### config.mk
export PLATFORM = sky130hd
export DESIGN_NAME = complex_divider
export DESIGN_NICKNAME = d
export VERILOG_FILES = /design/src/rtl/complex_divider.sv
export SDC_FILE = /design/constraint.sdc
export NUM_CORES = 1
export LEC_CHECK = 0
export BUFFER_PORTS_ARGS = -buffer_cell sky130_fd_sc_hd__clkbuf_2
export CAP_MARGIN = 30
export CELL_PAD_IN_SITES_DETAIL_PLACEMENT = 2
export CELL_PAD_IN_SITES_GLOBAL_PLACEMENT = 2
export CORE_MARGIN = 1.5
export CORE_UTILIZATION = 43
export CTS_CLUSTER_DIAMETER = 100
export DETAILED_ROUTE_END_ITERATION = 6
export GPL_TIMING_DRIVEN = 0
export PLACE_DENSITY = 0.89
export SYNTH_ARGS = -nofsm -noshare
export SYNTH_HDL_FRONTEND = slang
export SYNTH_SLANG_ARGS = --single-unit
### constraint.sdc
create_clock -name clk -period 22.4 [get_ports clk]
set_input_delay 3.36 -clock clk [delete_from_list [all_inputs] [get_ports clk]]
set_output_delay 3.36 -clock clk [all_outputs]
set_load 0.02 [all_outputs]
### src/rtl/complex_divider.sv
// complex_divider: (a+jb)/(c+jd) -> saturated W_Q-bit complex quotient.
// One registered multiplier is shared across the six partial products.
// A bit-serial restoring divider then yields both quotient magnitudes.
module complex_divider #(
  parameter int W_NUM = 16,
  parameter int W_DEN = 8,
  parameter int W_Q   = 8
) (
  input  logic                    clk,
  input  logic                    rst,
  input  logic                    data_valid_in,
  input  logic signed [W_NUM-1:0] Re_num,
  input  logic signed [W_NUM-1:0] Im_num,
  input  logic signed [W_DEN-1:0] Re_den,
  input  logic signed [W_DEN-1:0] Im_den,
  output logic                    ready_out,
  output logic signed [W_Q-1:0]   Re_out,
  output logic signed [W_Q-1:0]   Im_out,
  output logic                    data_valid_out,
  output logic                    div_by_zero,
  output logic                    sat_out,
  output logic                    overrun
);

  localparam int W_P   = W_NUM + W_DEN;      // raw product width
  localparam int W_N   = W_NUM + W_DEN + 1;  // nr/ni width, also divider steps
  localparam int W_D   = 2 * W_DEN;          // denominator |c|^2+|d|^2
  localparam int W_R   = W_D + 1;            // remainder incl. shifted-in bit
  localparam int W_CNT = $clog2(W_N + 1);

  localparam logic [W_CNT-1:0] MUL_LAST = W_CNT'(6);
  localparam logic [W_CNT-1:0] DIV_LAST = W_CNT'(W_N - 1);
  localparam logic [W_N-1:0]   POS_LIM  = W_N'((1 << (W_Q - 1)) - 1);
  localparam logic [W_N-1:0]   NEG_LIM  = W_N'(1 << (W_Q - 1));
  localparam logic [W_Q-1:0]   QMAX     = {1'b0, {(W_Q-1){1'b1}}};
  localparam logic [W_Q-1:0]   QMIN     = {1'b1, {(W_Q-1){1'b0}}};

  typedef enum logic [1:0] {IDLE, MUL, DIV, DONE} state_t;

  state_t                   state_q;
  logic [W_CNT-1:0]         cnt_q;
  logic signed [W_NUM-1:0]  a_q, b_q;
  logic signed [W_DEN-1:0]  c_q, d_q;
  logic signed [W_P-1:0]    mul_q;
  logic signed [W_N-1:0]    nr_q, ni_q;
  logic [W_D-1:0]           den_q;
  logic                     dz_q, neg_re_q, neg_im_q;
  logic [W_N-1:0]           qre_q, qim_q;   // dividend in, quotient out
  logic [W_R-1:0]           rre_q, rim_q;   // partial remainders
  logic                     ready_q, valid_q, dzo_q, sat_q, ovr_q;
  logic signed [W_Q-1:0]    re_q, im_q;

  logic signed [W_NUM-1:0]  op_x;
  logic signed [W_DEN-1:0]  op_y;
  logic signed [W_P-1:0]    mul_d;
  logic [W_D-1:0]           den_d;
  logic [W_N-1:0]           nr_abs, ni_abs;
  logic [W_R-1:0]           sre, sim, rre_d, rim_d;
  logic                     bre, bim;
  logic [W_Q:0]             fre, fim;       // {clipped, value}

  // Clamp a magnitude with its sign to the W_Q-bit signed range.
  function automatic logic [W_Q:0] sat_fn(input logic [W_N-1:0] mag, input logic neg);
    logic [W_N-1:0] nmag;
    nmag = -mag;
    if (!neg) begin
      if (mag > POS_LIM) sat_fn = {1'b1, QMAX};
      else               sat_fn = {1'b0, mag[W_Q-1:0]};
    end else begin
      if (mag > NEG_LIM) sat_fn = {1'b1, QMIN};
      else               sat_fn = {1'b0, nmag[W_Q-1:0]};
    end
  endfunction

  // Multiplier operand schedule: ac, bd, bc, ad, cc, dd.
  always_comb begin
    op_x = a_q;
    op_y = c_q;
    case (cnt_q[2:0])
      3'd0: begin op_x = a_q; op_y = c_q; end
      3'd1: begin op_x = b_q; op_y = d_q; end
      3'd2: begin op_x = b_q; op_y = c_q; end
      3'd3: begin op_x = a_q; op_y = d_q; end
      3'd4: begin op_x = {{(W_NUM-W_DEN){c_q[W_DEN-1]}}, c_q}; op_y = c_q; end
      3'd5: begin op_x = {{(W_NUM-W_DEN){d_q[W_DEN-1]}}, d_q}; op_y = d_q; end
      default: begin op_x = a_q; op_y = c_q; end
    endcase
  end

  assign mul_d  = W_P'(op_x) * W_P'(op_y);
  assign den_d  = den_q + W_D'(mul_q);          // completes c*c + d*d
  assign nr_abs = nr_q[W_N-1] ? -nr_q : nr_q;
  assign ni_abs = ni_q[W_N-1] ? -ni_q : ni_q;

  // One restoring-division step per component, MSB of dividend first.
  assign sre   = {rre_q[W_R-2:0], qre_q[W_N-1]};
  assign sim   = {rim_q[W_R-2:0], qim_q[W_N-1]};
  assign bre   = (sre >= {1'b0, den_q});
  assign bim   = (sim >= {1'b0, den_q});
  assign rre_d = bre ? sre - {1'b0, den_q} : sre;
  assign rim_d = bim ? sim - {1'b0, den_q} : sim;

  assign fre = sat_fn(qre_q, neg_re_q);
  assign fim = sat_fn(qim_q, neg_im_q);

  // Control FSM, datapath and registered outputs.
  always_ff @(posedge clk or posedge rst) begin
    if (rst) begin
      state_q  <= IDLE;
      cnt_q    <= '0;
      a_q      <= '0;
      b_q      <= '0;
      c_q      <= '0;
      d_q      <= '0;
      mul_q    <= '0;
      nr_q     <= '0;
      ni_q     <= '0;
      den_q    <= '0;
      dz_q     <= 1'b0;
      neg_re_q <= 1'b0;
      neg_im_q <= 1'b0;
      qre_q    <= '0;
      qim_q    <= '0;
      rre_q    <= '0;
      rim_q    <= '0;
      ready_q  <= 1'b1;
      valid_q  <= 1'b0;
      dzo_q    <= 1'b0;
      sat_q    <= 1'b0;
      ovr_q    <= 1'b0;
      re_q     <= '0;
      im_q     <= '0;
    end else begin
      // flags live only for the data_valid_out cycle
      valid_q <= 1'b0;
      dzo_q   <= 1'b0;
      sat_q   <= 1'b0;
      ovr_q   <= data_valid_in && !ready_q;
      case (state_q)
        IDLE: begin
          if (data_valid_in) begin
            a_q     <= Re_num;
            b_q     <= Im_num;
            c_q     <= Re_den;
            d_q     <= Im_den;
            cnt_q   <= '0;
            ready_q <= 1'b0;
            state_q <= MUL;
          end
        end
        MUL: begin
          mul_q <= mul_d;
          cnt_q <= cnt_q + 1'b1;
          // accumulate the product issued on the previous edge
          case (cnt_q[2:0])
            3'd1: nr_q  <= W_N'(mul_q);
            3'd2: nr_q  <= nr_q + W_N'(mul_q);
            3'd3: ni_q  <= W_N'(mul_q);
            3'd4: ni_q  <= ni_q - W_N'(mul_q);
            3'd5: den_q <= W_D'(mul_q);
            default: ;
          endcase
          if (cnt_q == MUL_LAST) begin
            den_q    <= den_d;
            dz_q     <= (den_d == '0);
            qre_q    <= nr_abs;
            qim_q    <= ni_abs;
            neg_re_q <= nr_q[W_N-1];
            neg_im_q <= ni_q[W_N-1];
            rre_q    <= '0;
            rim_q    <= '0;
            cnt_q    <= '0;
            state_q  <= DIV;
          end
        end
        DIV: begin
          qre_q <= {qre_q[W_N-2:0], bre};
          qim_q <= {qim_q[W_N-2:0], bim};
          rre_q <= rre_d;
          rim_q <= rim_d;
          cnt_q <= cnt_q + 1'b1;
          if (cnt_q == DIV_LAST) state_q <= DONE;
        end
        DONE: begin
          // zero denominator: divider ran but its result is discarded
          if (dz_q) begin
            re_q  <= '0;
            im_q  <= '0;
            dzo_q <= 1'b1;
            sat_q <= 1'b0;
          end else begin
            re_q  <= fre[W_Q-1:0];
            im_q  <= fim[W_Q-1:0];
            dzo_q <= 1'b0;
            sat_q <= fre[W_Q] | fim[W_Q];
          end
          valid_q <= 1'b1;
          ready_q <= 1'b1;
          state_q <= IDLE;
        end
        default: state_q <= IDLE;
      endcase
    end
  end

  assign ready_out      = ready_q;
  assign Re_out         = re_q;
  assign Im_out         = im_q;
  assign data_valid_out = valid_q;
  assign div_by_zero    = dzo_q;
  assign sat_out        = sat_q;
  assign overrun        = ovr_q;

endmodule

==> out/qor.csv <==
stage,metric,value,unit
layout,nNetsFinal,2977,
route,drt_iter0_markers,1090,
floorplan,ios,72,
setup_path,end_kind,register,
clock_network,hold_buffers,0,
min_path,hp-start,Im_out[4],
yosys,syn_nets,2861,
global_route,grt_pass1_wl,138.6,mm
clock_network,cts_tree,done,
clock_network,ctsRootBufferMaster,clkbuf_16,
setup_path,slowest_delay,0.82,ns
floorplan,die_w,227.3,um
timing,whs,0.5162,ns
yosys,synth_area,21630,um^2
timing,finalMaxSlewViolations,0,
floorplan,coreArea,49860,um^2
timing,finalHoldViolCount,0,
clock_network,clk_pin_slew,0.06,ns
yosys,synth_top_area_share,28.93,%
min_path,whs_path_depth,2,
setup_path,crit_path_top_delay_cell,a21oi_1,
floorplan,start_util,43.37,%
global_route,grt_max_degree,114,
route,wire_per_inst,26.76,um
setup_path,crit_arrival,9.66,ns
layout,antennaDiodeCount,0,
global_route,grt_pass1_vias,23570,
clock_network,cts_max_level,2,
yosys,ys_seq_area_share,29.05,%
clock_network,clk_latency,0.57,ns
yosys,synth_most_common_cell,nor2_1,
timing,min_period,9.260,ns
route,final_antenna_net_count,0,
yosys,syn_area_per_cell,8.494,um^2
min_path,hp-class,register to register,
timing,worstMarginPinSlew,1.032,ns
setup_path,critPathLaunchType,register,
setup_path,r2r.worst_path.cells,28,
route,routed_wl,89.80,mm
min_path,min_to,Im_out[4],
layout,area_delta_synth_final,11.00,%
route,num_vias,20320,
timing,relSlewSlack,29.22,%
yosys,syn_inst,2546,
setup_path,r2r_end,mul_q[22],
floorplan,die_h,227.3,um
global_route,grt_usage,35.18,%
timing,fin_skew,0.02071,ns
timing,setup_ws,13.14,ns
layout,layout-drive-gt1-share,8.495,%
yosys,ys_ff_latch,251,
clock_network,cts_made_buffers,34,
route,viasPerCell,6.054,
timing,rsz0062_at_grt,no,
place,pre_cts_ws,13.53,ns
yosys,synthDistinctLibCells,79,
layout,finalInstanceArea,24010,um^2
yosys,synth_warnings,0,
yosys,ys_top_cells_by_area,"dfrtp_1 (29%), fa_1 (10%), ha_1 (9.0%), o21ai_0 (5.0%), nor2_1 (4.5%)",
setup_path,ff2ff_setup_slack,13.14,ns
setup_path,path_class,register to register,
global_route,antenna_found_initial,1,
clock_network,cts_resized,0,
yosys,synth_commonest_cells,"nor2_1 (257), nand2_1 (255), dfrtp_1 (250), inv_1 (245), o21ai_0 (214)",
clock_network,cts_setup_buffers,0,
setup_path,path_max_fanout,10,
place,placed_cell_area,22950,um^2
clock_network,cts_buffer_depth,3,
timing,fin_crit_sh,41.34,%
yosys,synth_top_area_cell,dfrtp_1,
place,io_buffers,71,
layout,n_fill_cell,5493,
route,drc,0,
clock_network,clock_sinks,251,
floorplan,fp-row-count,82,
global_route,grt_overflow,0,
setup_path,r2r-start,cnt_q[0],
timing,max_freq,0.1080,GHz
setup_path,crit_top_cell,inv_1,
place,place_congestion,0.9298,
status,status,"complete, no violations",
floorplan,dieArea,51650,um^2
timing,finalSetupTns,0,ns
yosys,synth_edf_count,0,
setup_path,required,22.80,ns
place,dp_hpwl,66.17,mm
timing,setup_violations,0,
yosys,synthArstFlopShare,100.0,%
yosys,synth_ff_type,dfrtp_1,
route,firstDrtPassIters,5,
flow_run,drv_cap,0,
==> state kept, by name, indices dropped and copies added (netlist names), 16 cells and up <==
| signal | cells |
|---|---|
| ni_q | 25 |
| nr_q | 25 |
| qim_q | 25 |
| qre_q | 25 |
| mul_q | 24 |
| a_q | 16 |
| b_q | 16 |
| den_q | 16 |
| rim_q | 16 |
| rre_q | 16 |
==> stage by stage <==
stage | cells | util, %
after floorplan | 2546 | -
after global placement | 3289 | 45.77
after detailed placement | 3297 | 46.02
after CTS | 3355 | 48.13
after global routing | 3356 | 48.15
final | 3356 | 48.15
==> area by class of cell <==
cell class,count,area [um^2],area share [%]
multi-input cells,1950,14050,58.51
flip-flops and latches,251,6282,26.17
clock buffers,49,988.4,4.117
inverters,246,930.9,3.878
well taps,672,840.8,3.502
repair buffers,80,474.2,1.975
plain buffers,99,379.1,1.579
clock inverters,9,63.81,0.2658
==> critical path: cells and delay by family (launching register included) <==
| family | cells | cell delay [ns] |
|---|---|---|
| fa+ha+maj | 6 | 2.67 |
| buf+inv | 8 | 1.77 |
| mux | 1 | 0.27 |
| compound gates | 10 | 3.23 |
| simple gates | 3 | 0.72 |
| flops | 1 | 0.44 |
==> cell usage in the layout, fill, tap and decap left out, types with 20 or more instances in the layout <==
master and instances:
nor2_1 257, nand2_1 255, dfrtp_1 250, inv_1 244, o21ai_0 214, a21oi_1 189, ha_1 156, fa_1 108
clkbuf_1 94, xnor2_1 72, clkbuf_2 71, mux2i_1 61, xor2_1 59, mux2_2 57, nor3_1 46, nand3_1 36
clkbuf_16 35, nand2b_1 30, nor2b_1 29, a21o_1 29, a211oi_1 28, o31ai_1 25, o21a_1 25, or2_2 20
or3_1 20, a31oi_1 20
==> kinds of logic after synthesis <==
family / count (synthesis) / share of synthesized area [%]
simple gates: 788 / 16.74
compound gates: 649 / 18.07
buf+inv: 345 / 6.023
fa+ha+maj: 264 / 19.02
flops: 251 / 29.05
xor+xnor: 131 / 5.305
mux: 118 / 5.791
==> layer usage <==
| metal | up-vias | wire, um | global-route usage, % |
|---|---|---|---|
| met5 | - | 0 | 0 |
| met4 | 0 | 6329 | 23.44 |
| met3 | 315 | 3432 | 4.156 |
| met2 | 595 | 45860 | 62.91 |
| met1 | 10430 | 34180 | 39.34 |
| li1 | 8979 | - | - |
==> how the worst max path moves through the flow <==
stage	from	to	slack [ns]	cells after the start
floorplan	rst	Im_out[0]	12.14	1
global placement	rst	rre_q[5]	8.86	2
detailed placement	cnt_q[1]	mul_q[22]	13.53	27
CTS	cnt_q[0]	mul_q[22]	13.30	27
global route	cnt_q[1]	mul_q[22]	12.80	27
finish	cnt_q[0]	mul_q[22]	13.14	28
Power is not shown: default switching activity piles up to over one toggle a cycle in this logic, so the estimate is an artifact.
